`config.mk`:
```
export PLATFORM = sky130hd
export DESIGN_NAME = regfile_mp
export DESIGN_NICKNAME = d
export VERILOG_FILES = /design/src/rtl/regfile_mp.sv
export SDC_FILE = /design/constraint.sdc
export NUM_CORES = 2
export LEC_CHECK = 0
export CORE_ASPECT_RATIO = 0.75
export CORE_MARGIN = 8
export CORE_UTILIZATION = 31
export DETAILED_ROUTE_END_ITERATION = 8
export HOLD_SLACK_MARGIN = 0.15
export PLACE_DENSITY = 0.55
export SLEW_MARGIN = 40
export SYNTH_ARGS = -nofsm -noshare
export SYNTH_HDL_FRONTEND = slang
export SYNTH_SLANG_ARGS = --single-unit
```
`constraint.sdc`:
```
create_clock -name clk -period 57.4 [get_ports clk]
set_input_delay 14.35 -clock clk [delete_from_list [all_inputs] [get_ports clk]]
set_output_delay 14.35 -clock clk [all_outputs]
set_load 0.02 [all_outputs]
```
`src/rtl/regfile_mp.sv`:
```
// Multi-ported register file with an issue/writeback scoreboard.
// r0 is hardwired to zero and never pending; optional same-cycle
// write-to-read forwarding; asynchronous active-high reset.
module regfile_mp #(
    parameter int unsigned          DATA_W   = 32,
    parameter int unsigned          NUM_REGS = 32,
    parameter int unsigned          NUM_RD   = 2,
    parameter int unsigned          NUM_WR   = 2,
    parameter int unsigned          BYPASS   = 1,
    parameter logic [DATA_W-1:0]    SP_INIT  = '0,
    parameter logic [DATA_W-1:0]    RA_INIT  = '0,
    localparam int unsigned         AW       = $clog2(NUM_REGS)
) (
    input  logic                        clk,
    input  logic                        reset,
    input  logic [NUM_WR-1:0]           wr_en,
    input  logic [NUM_WR*AW-1:0]        wr_num,
    input  logic [NUM_WR*DATA_W-1:0]    wr_data,
    input  logic [NUM_RD*AW-1:0]        rd_num,
    output logic [NUM_RD*DATA_W-1:0]    rd_data,
    output logic [NUM_RD-1:0]           rd_busy,
    input  logic                        iss_en,
    input  logic [AW-1:0]               iss_num,
    output logic [NUM_REGS-1:0]         busy_vec
);

    logic [DATA_W-1:0]   regs_q [NUM_REGS];
    logic [DATA_W-1:0]   regs_d [NUM_REGS];
    logic [NUM_REGS-1:0] busy_q;
    logic [NUM_REGS-1:0] busy_d;

    logic [AW-1:0]       src;
    logic [DATA_W-1:0]   src_data;
    logic                src_hit;

    // Reset value of register idx: stack and return-address registers are
    // preloaded only when the file is large enough to contain them.
    function automatic logic [DATA_W-1:0] reset_value(input int unsigned idx);
        logic [DATA_W-1:0] v;
        v = '0;
        if (NUM_REGS >= 32 && idx == 29) v = SP_INIT;
        if (NUM_REGS >= 32 && idx == 31) v = RA_INIT;
        return v;
    endfunction

    // Next register contents and scoreboard; later ports override earlier
    // ones, and an issue re-sets a bit that a same-cycle write cleared.
    always_comb begin
        for (int unsigned i = 0; i < NUM_REGS; i++) begin
            regs_d[i] = regs_q[i];
        end
        busy_d = busy_q;
        for (int unsigned q = 0; q < NUM_WR; q++) begin
            if (wr_en[q] && wr_num[q*AW +: AW] != '0) begin
                regs_d[wr_num[q*AW +: AW]] = wr_data[q*DATA_W +: DATA_W];
                busy_d[wr_num[q*AW +: AW]] = 1'b0;
            end
        end
        if (iss_en && iss_num != '0) begin
            busy_d[iss_num] = 1'b1;
        end
        regs_d[0]  = '0;
        busy_d[0]  = 1'b0;
    end

    // Combinational read ports with optional forwarding from the write ports.
    always_comb begin
        rd_data  = '0;
        rd_busy  = '0;
        src      = '0;
        src_data = '0;
        src_hit  = 1'b0;
        for (int unsigned p = 0; p < NUM_RD; p++) begin
            src      = rd_num[p*AW +: AW];
            src_data = regs_q[src];
            src_hit  = 1'b0;
            if (BYPASS == 1 && src != '0) begin
                for (int unsigned q = 0; q < NUM_WR; q++) begin
                    if (wr_en[q] && wr_num[q*AW +: AW] == src) begin
                        src_data = wr_data[q*DATA_W +: DATA_W];
                        src_hit  = 1'b1;
                    end
                end
            end
            if (src == '0) begin
                src_data = '0;
            end
            rd_data[p*DATA_W +: DATA_W] = src_data;
            rd_busy[p] = busy_q[src] & ~src_hit;
        end
    end

    // State registers; reset clears the scoreboard without a clock edge.
    always_ff @(posedge clk or posedge reset) begin
        if (reset) begin
            for (int unsigned i = 0; i < NUM_REGS; i++) begin
                regs_q[i] <= reset_value(i);
            end
            busy_q <= '0;
        end else begin
            for (int unsigned i = 0; i < NUM_REGS; i++) begin
                regs_q[i] <= regs_d[i];
            end
            busy_q <= busy_d;
        end
    end

    assign busy_vec = busy_q;

endmodule

```
=== Yosys cells after proc, flatten, opt, wreduce, memory -nomap -nowiden ===
Index checks and enable logic that the tools add are counted.

* Flip-flop bits (word level): 1023
* Input port bits: 94
* Logic and storage cells: 123

* $lt $le $gt $ge: 14
* Eq/ne operators: 4
* Muxes and demuxes: 41
* Bitwise logic cells: 13
* Reductions and logical operators: 19

{| class="wikitable"
|+ Operator list
! cell !! count
|-
| bitwise mux 1024 bit || 2
|-
| 2-to-1 mux 1024 bit || 1
|-
| 2-to-1 mux 992 bit || 1
|-
| 2-to-1 mux 32 bit || 17
|-
| binary-select mux 32 bit (select 5 bit) || 2
|-
| demux 32 bit (select 5 bit) || 2
|-
| bitwise AND 32 bit || 2
|-
| NOT 32 bit || 2
|-
| OR 32 bit || 1
|-
| less-than comparator 5 x 6 -> 1 bit (second input constant) || 5
|-
| nonzero test 5 bit || 5
|-
| greater-or-equal comparator 6 bit (second input constant) || 4
|-
| NOT 5 -> 6 bit || 4
|-
| == test 5 bit || 4
|-
| demux 1 bit (select 5 bit) || 3
|-
| greater-or-equal comparator 5 x 1 -> 1 bit (second input constant) || 3
|-
| logical AND 1 bit || 12
|-
| less-than comparator 6 x 1 -> 1 bit (second input constant) || 2
|-
| 2-to-1 mux 1 bit || 11
|-
| binary-select mux 1 bit (select 5 bit) || 2
|-
| logical NOT 5 bit || 2
|-
| bitwise AND 1 bit || 2
|-
| NOT 1 bit || 2
|}

=== Depth between registers and ports, before layout ===
* Depth in word-level cells: 11
* Gate-level depth with buffers: 10
* Gate-level depth less buffers: 6

=== Least setup slack after synthesis ===
OpenSTA, ideal clock, no wires.

* Path type: input to output
* From: in rd_num[5]
* To: out rd_data[57]
* Arrival time: 16.335 ns
* Path slack: 26.715 ns
* Stages: 9
* Buffers on the path: 3
* Cells stage by stage: buf_2 -> buf_4 -> xnor2_1 -> nand4_1 -> or2_2 -> buf_2 -> nand2_1 -> o22ai_1 -> nor4_1

* Cells in the longest elaborated chain, start to end: 8

{| class="wikitable"
|+ RTL lines
! element !! line !! RTL
|-
| start: declaration || 19 || <nowiki>input logic [NUM_RD*AW-1:0] rd_num,</nowiki>
|-
| NOT 5 -> 6 bit (implied by the code) || 75 || <nowiki>src_data = regs_q[src];</nowiki>
|-
| binary-select mux 32 bit (select 5 bit) || 75 ||
|-
| 2-to-1 mux 32 bit (implied by the code) (2 in series) || 75 ||
|-
| 2-to-1 mux 32 bit (2 in series) || 79 || <nowiki>if (wr_en[q] && wr_num[q*AW +: AW] == src) begin</nowiki>
|-
| 2-to-1 mux 32 bit || 77 || <nowiki>if (BYPASS == 1 && src != '0) begin</nowiki>
|-
| 2-to-1 mux 32 bit * || 85 || <nowiki>if (src == '0) begin</nowiki>
|-
| end: declaration || 20 || <nowiki>output logic [NUM_RD*DATA_W-1:0] rd_data,</nowiki>
|}

Mark *: on every way between the ends. The rest lies on a longest branch, timed or not. The select of a mux whose other input is x is not followed.

=== Final worst setup path ===
* From: in rd_num[0]
* To: out rd_data[19]

Same word-level chain as after synthesis.

==> results.cfg <==
[logic_synthesis]
mappedNetlistNets = 6574
synth_top_cell_by_area = sky130_fd_sc_hd__dfrtp_1
synth_cells = 6480
post_synth_num_cell_types = 66
synth-edff-count = 0
postSynth.asyncResetShare_pct = 100.0
synth_sequential_area_ratio_pct = 39.18
number_of_flip_flops_and_latches_in_the_synthesized_netlist = 1023
synth.avg_cell_area_um2 = 10.08
post_synth_main_area_contributors = sky130_fd_sc_hd__dfrtp_1 (39%), sky130_fd_sc_hd__mux4_2 (15%), sky130_fd_sc_hd__mux2i_1 (13%)
ys_warn_count = 0
synthFlopType = sky130_fd_sc_hd__dfrtp_1
netlist.area_leader.share_pct = 39.18
synth_area_um2 = 65330

[detailed_routing]
drt-wirelength-per-cell_um = 35.86
dr.first_iter.drc_count = 10140
final_wl_um = 327500
avgViaCountPerCell = 6.431
drtAntennaViolNets = 0
dr_total_vias = 58730
detail_route.first_pass.iterations = 7
drc = 0

[die]
die-width_um = 546.1
die-height_um = 413.6
floorplan.die_area_um2 = 225800
io_pins = 192
rows = 146
initial_utilization_pct = 31.07
floorplan.core_area_um2 = 210300

[timing]
tightest_hold_margin_ns = 0.5594
report.final.slew_viol_count = 0
min_period_over_period_pct = 59.22
finClkSkew_ns = 0
fmax_mhz = 29.42
timing.final.setup_violations = 0
final-hold-violation-count = 0
timing_worst_slew_pin_value_ns = 1.102
grt_setup_unrepaired = false
timing.final.crit_period_ns = 33.99
slew_headroom_pct = 26.54
finalWorstSetupSlack_ns = 23.41
final.setup.tns_ns = 0

[min_path]
hold_class = register to register
timing.hold.worst.start = regs_q[525]

[placement]
placed_area_um2 = 69780
port_buffers = 190
place_ws_ns = 23.57
hpwl_um = 201600
globalplace.congestion = 1.033

[critical_path]
timing.setup.critical_path_class = input pin to output port
crit_arrival_ns = 19.64
endpoint_required_time_on_the_critical_path_ns = 43.05
crit_path_max_fanout = 70
setup.worst_path.end_class = output port
worst_setup_path_startpoint = rd_num[0]
worstReg2RegStart = busy_vec[11]
startpoint_type = input pin

[global_route]
globalRouteOverflowTotal = 0
grt_most_used_layer = met2
globalRouteMet1Util_pct = 35.66
grt_antenna_before_repair = 33
track_usage_pct = 27.85
use_met2_pct = 38.37
gr-usage-met3_pct = 11.25
grt_start_max_net_pins = 121
grt_pass1_wl_um = 451000
grt_pass1_vias = 54390

[clocking]
cts_inserted_buffers = 115
clock_insertion_delay_worst_skew_ns = 0.78
cts_hold_bufs = 0
clk_pin_slew_worst_paths_ns = 0.06
clkSinkCount = 1023
postCtsResizedCells = 0
postCtsSetupRepairBufs = 0
max-clock-path-buffers = 3
cts_tree = yes
cts_root_buffer = sky130_fd_sc_hd__clkbuf_16
h_tree_depth = 3

[power]
ir_drop_v = 0.00002792
power.leakage_uw = 0.03039
power_density_nw_per_um2 = 35.27

[cells_and_area]
fin_nets = 6292
final_core_utilization_pct = 35.18
finish.instance_area_um2 = 73970
areaGrowthSynthToFinish_pct = 13.23
share_of_cells_above_drive_strength_1_pct = 17.53

[outcome]
result_of_the_run = complete, no violations

[flow_run]
drv.max_cap_violation_count = 0
==> worst max-delay path, cell delays in order <==
cell	delay [ns]
sky130_fd_sc_hd__buf_8	0.24
sky130_fd_sc_hd__buf_16	0.31
sky130_fd_sc_hd__buf_12	0.36
sky130_fd_sc_hd__buf_4	0.52
sky130_fd_sc_hd__buf_4	0.66
sky130_fd_sc_hd__mux4_2	0.58
sky130_fd_sc_hd__a22oi_1	0.40
sky130_fd_sc_hd__o21ai_0	0.29
sky130_fd_sc_hd__a21oi_1	0.45
sky130_fd_sc_hd__a21oi_1	0.36
sky130_fd_sc_hd__clkdlybuf4s50_1	0.64
==> synthesized netlist by cell type, drive strengths merged (12+ instances only) <==
cell type	number
a211oi	22
a21oi	465
a221o	22
a221oi	30
a22oi	165
a31oi	45
a32o	17
a32oi	122
and2	15
and3	13
buf	302
clkbuf	526
dfrtp	1023
mux2	88
mux2i	848
mux4	445
nand2	809
nand3	50
nor2	518
nor2b	28
nor3	25
nor4	17
o211ai	14
o21ai	665
o221ai	27
o22ai	60
o32ai	12
xnor2	12
==> through the flow <==
| stage | std cells | total power (uW) |
|---|---|---|
| finish | 9133 | 2609 |
| global route | 9120 | 2689 |
| global placement | 8877 | 1763 |
| floorplan | 6480 | 1512 |
| detailed placement | 8889 | 1786 |
| CTS | 9101 | 2573 |
==> worst paths after layout <==
path                                 to  slack [ns]  depth (start not counted)
hold reg to reg             regs_q[525]        0.56                          2
setup reg to reg           busy_vec[11]       56.05                          2
setup / recovery            rd_data[19]       23.41                         11
min in group asynchronous   regs_q[173]       14.21                          2
hold / removal              regs_q[525]        0.56                          2
max in group asynchronous   regs_q[827]       39.98                          6
==> per-layer routing <==
metal  routed length [um]  up-vias
li1                     -    23310
met1               122200    29240
met2               133000     5060
met3                46990     1114
met4                25170       16
met5                  121        -
==> where the power goes <==
part,switching [uW],internal (uW)
logic,387,350
clock network,335,458
registers,168,910
total,890,1720
==> layout make-up <==
class                      instances  area, um2
fill                           20670     136300
antenna                           28      70.07
multi-input combinational       4617      36680
clock inverter                    42      518.0
inverter                          12      58.81
sequential                      1023      25600
clock buffer                     170       3446
timing repair buffer             429       4084
tap                             2812       3518
==> kinds of logic after synthesis <==
| logic type | Yosys count | synth area share (%) |
|---|---|---|
| mux | 1381 | 29.85 |
| compound gates | 1691 | 15.46 |
| other cells | 1 | 0.005740 |
| simple gates | 1524 | 9.553 |
| buf+inv | 840 | 5.680 |
| xor+xnor | 20 | 0.2681 |
| flops | 1023 | 39.18 |
==> placed cells by master (no fill, tap or decap), drive strengths merged, types with 30 or more instances in the layout <==
master and count:
a32oi 122, dfrtp 1023, a22oi 165, mux4 445, buf 247, mux2 88, nor2 518, nand2 809
clkdlybuf4s50 180, o21ai 665, a31oi 45, mux2i 848, a221oi 30, o22ai 60, clkbuf 172, clkinv 32
a21oi 465, nand3 50
==> sequential cells by signal (all words and copies together) (netlist names) <==
register,count
regs_q,992
busy_vec,31
(Power assumes the default switching activity.)
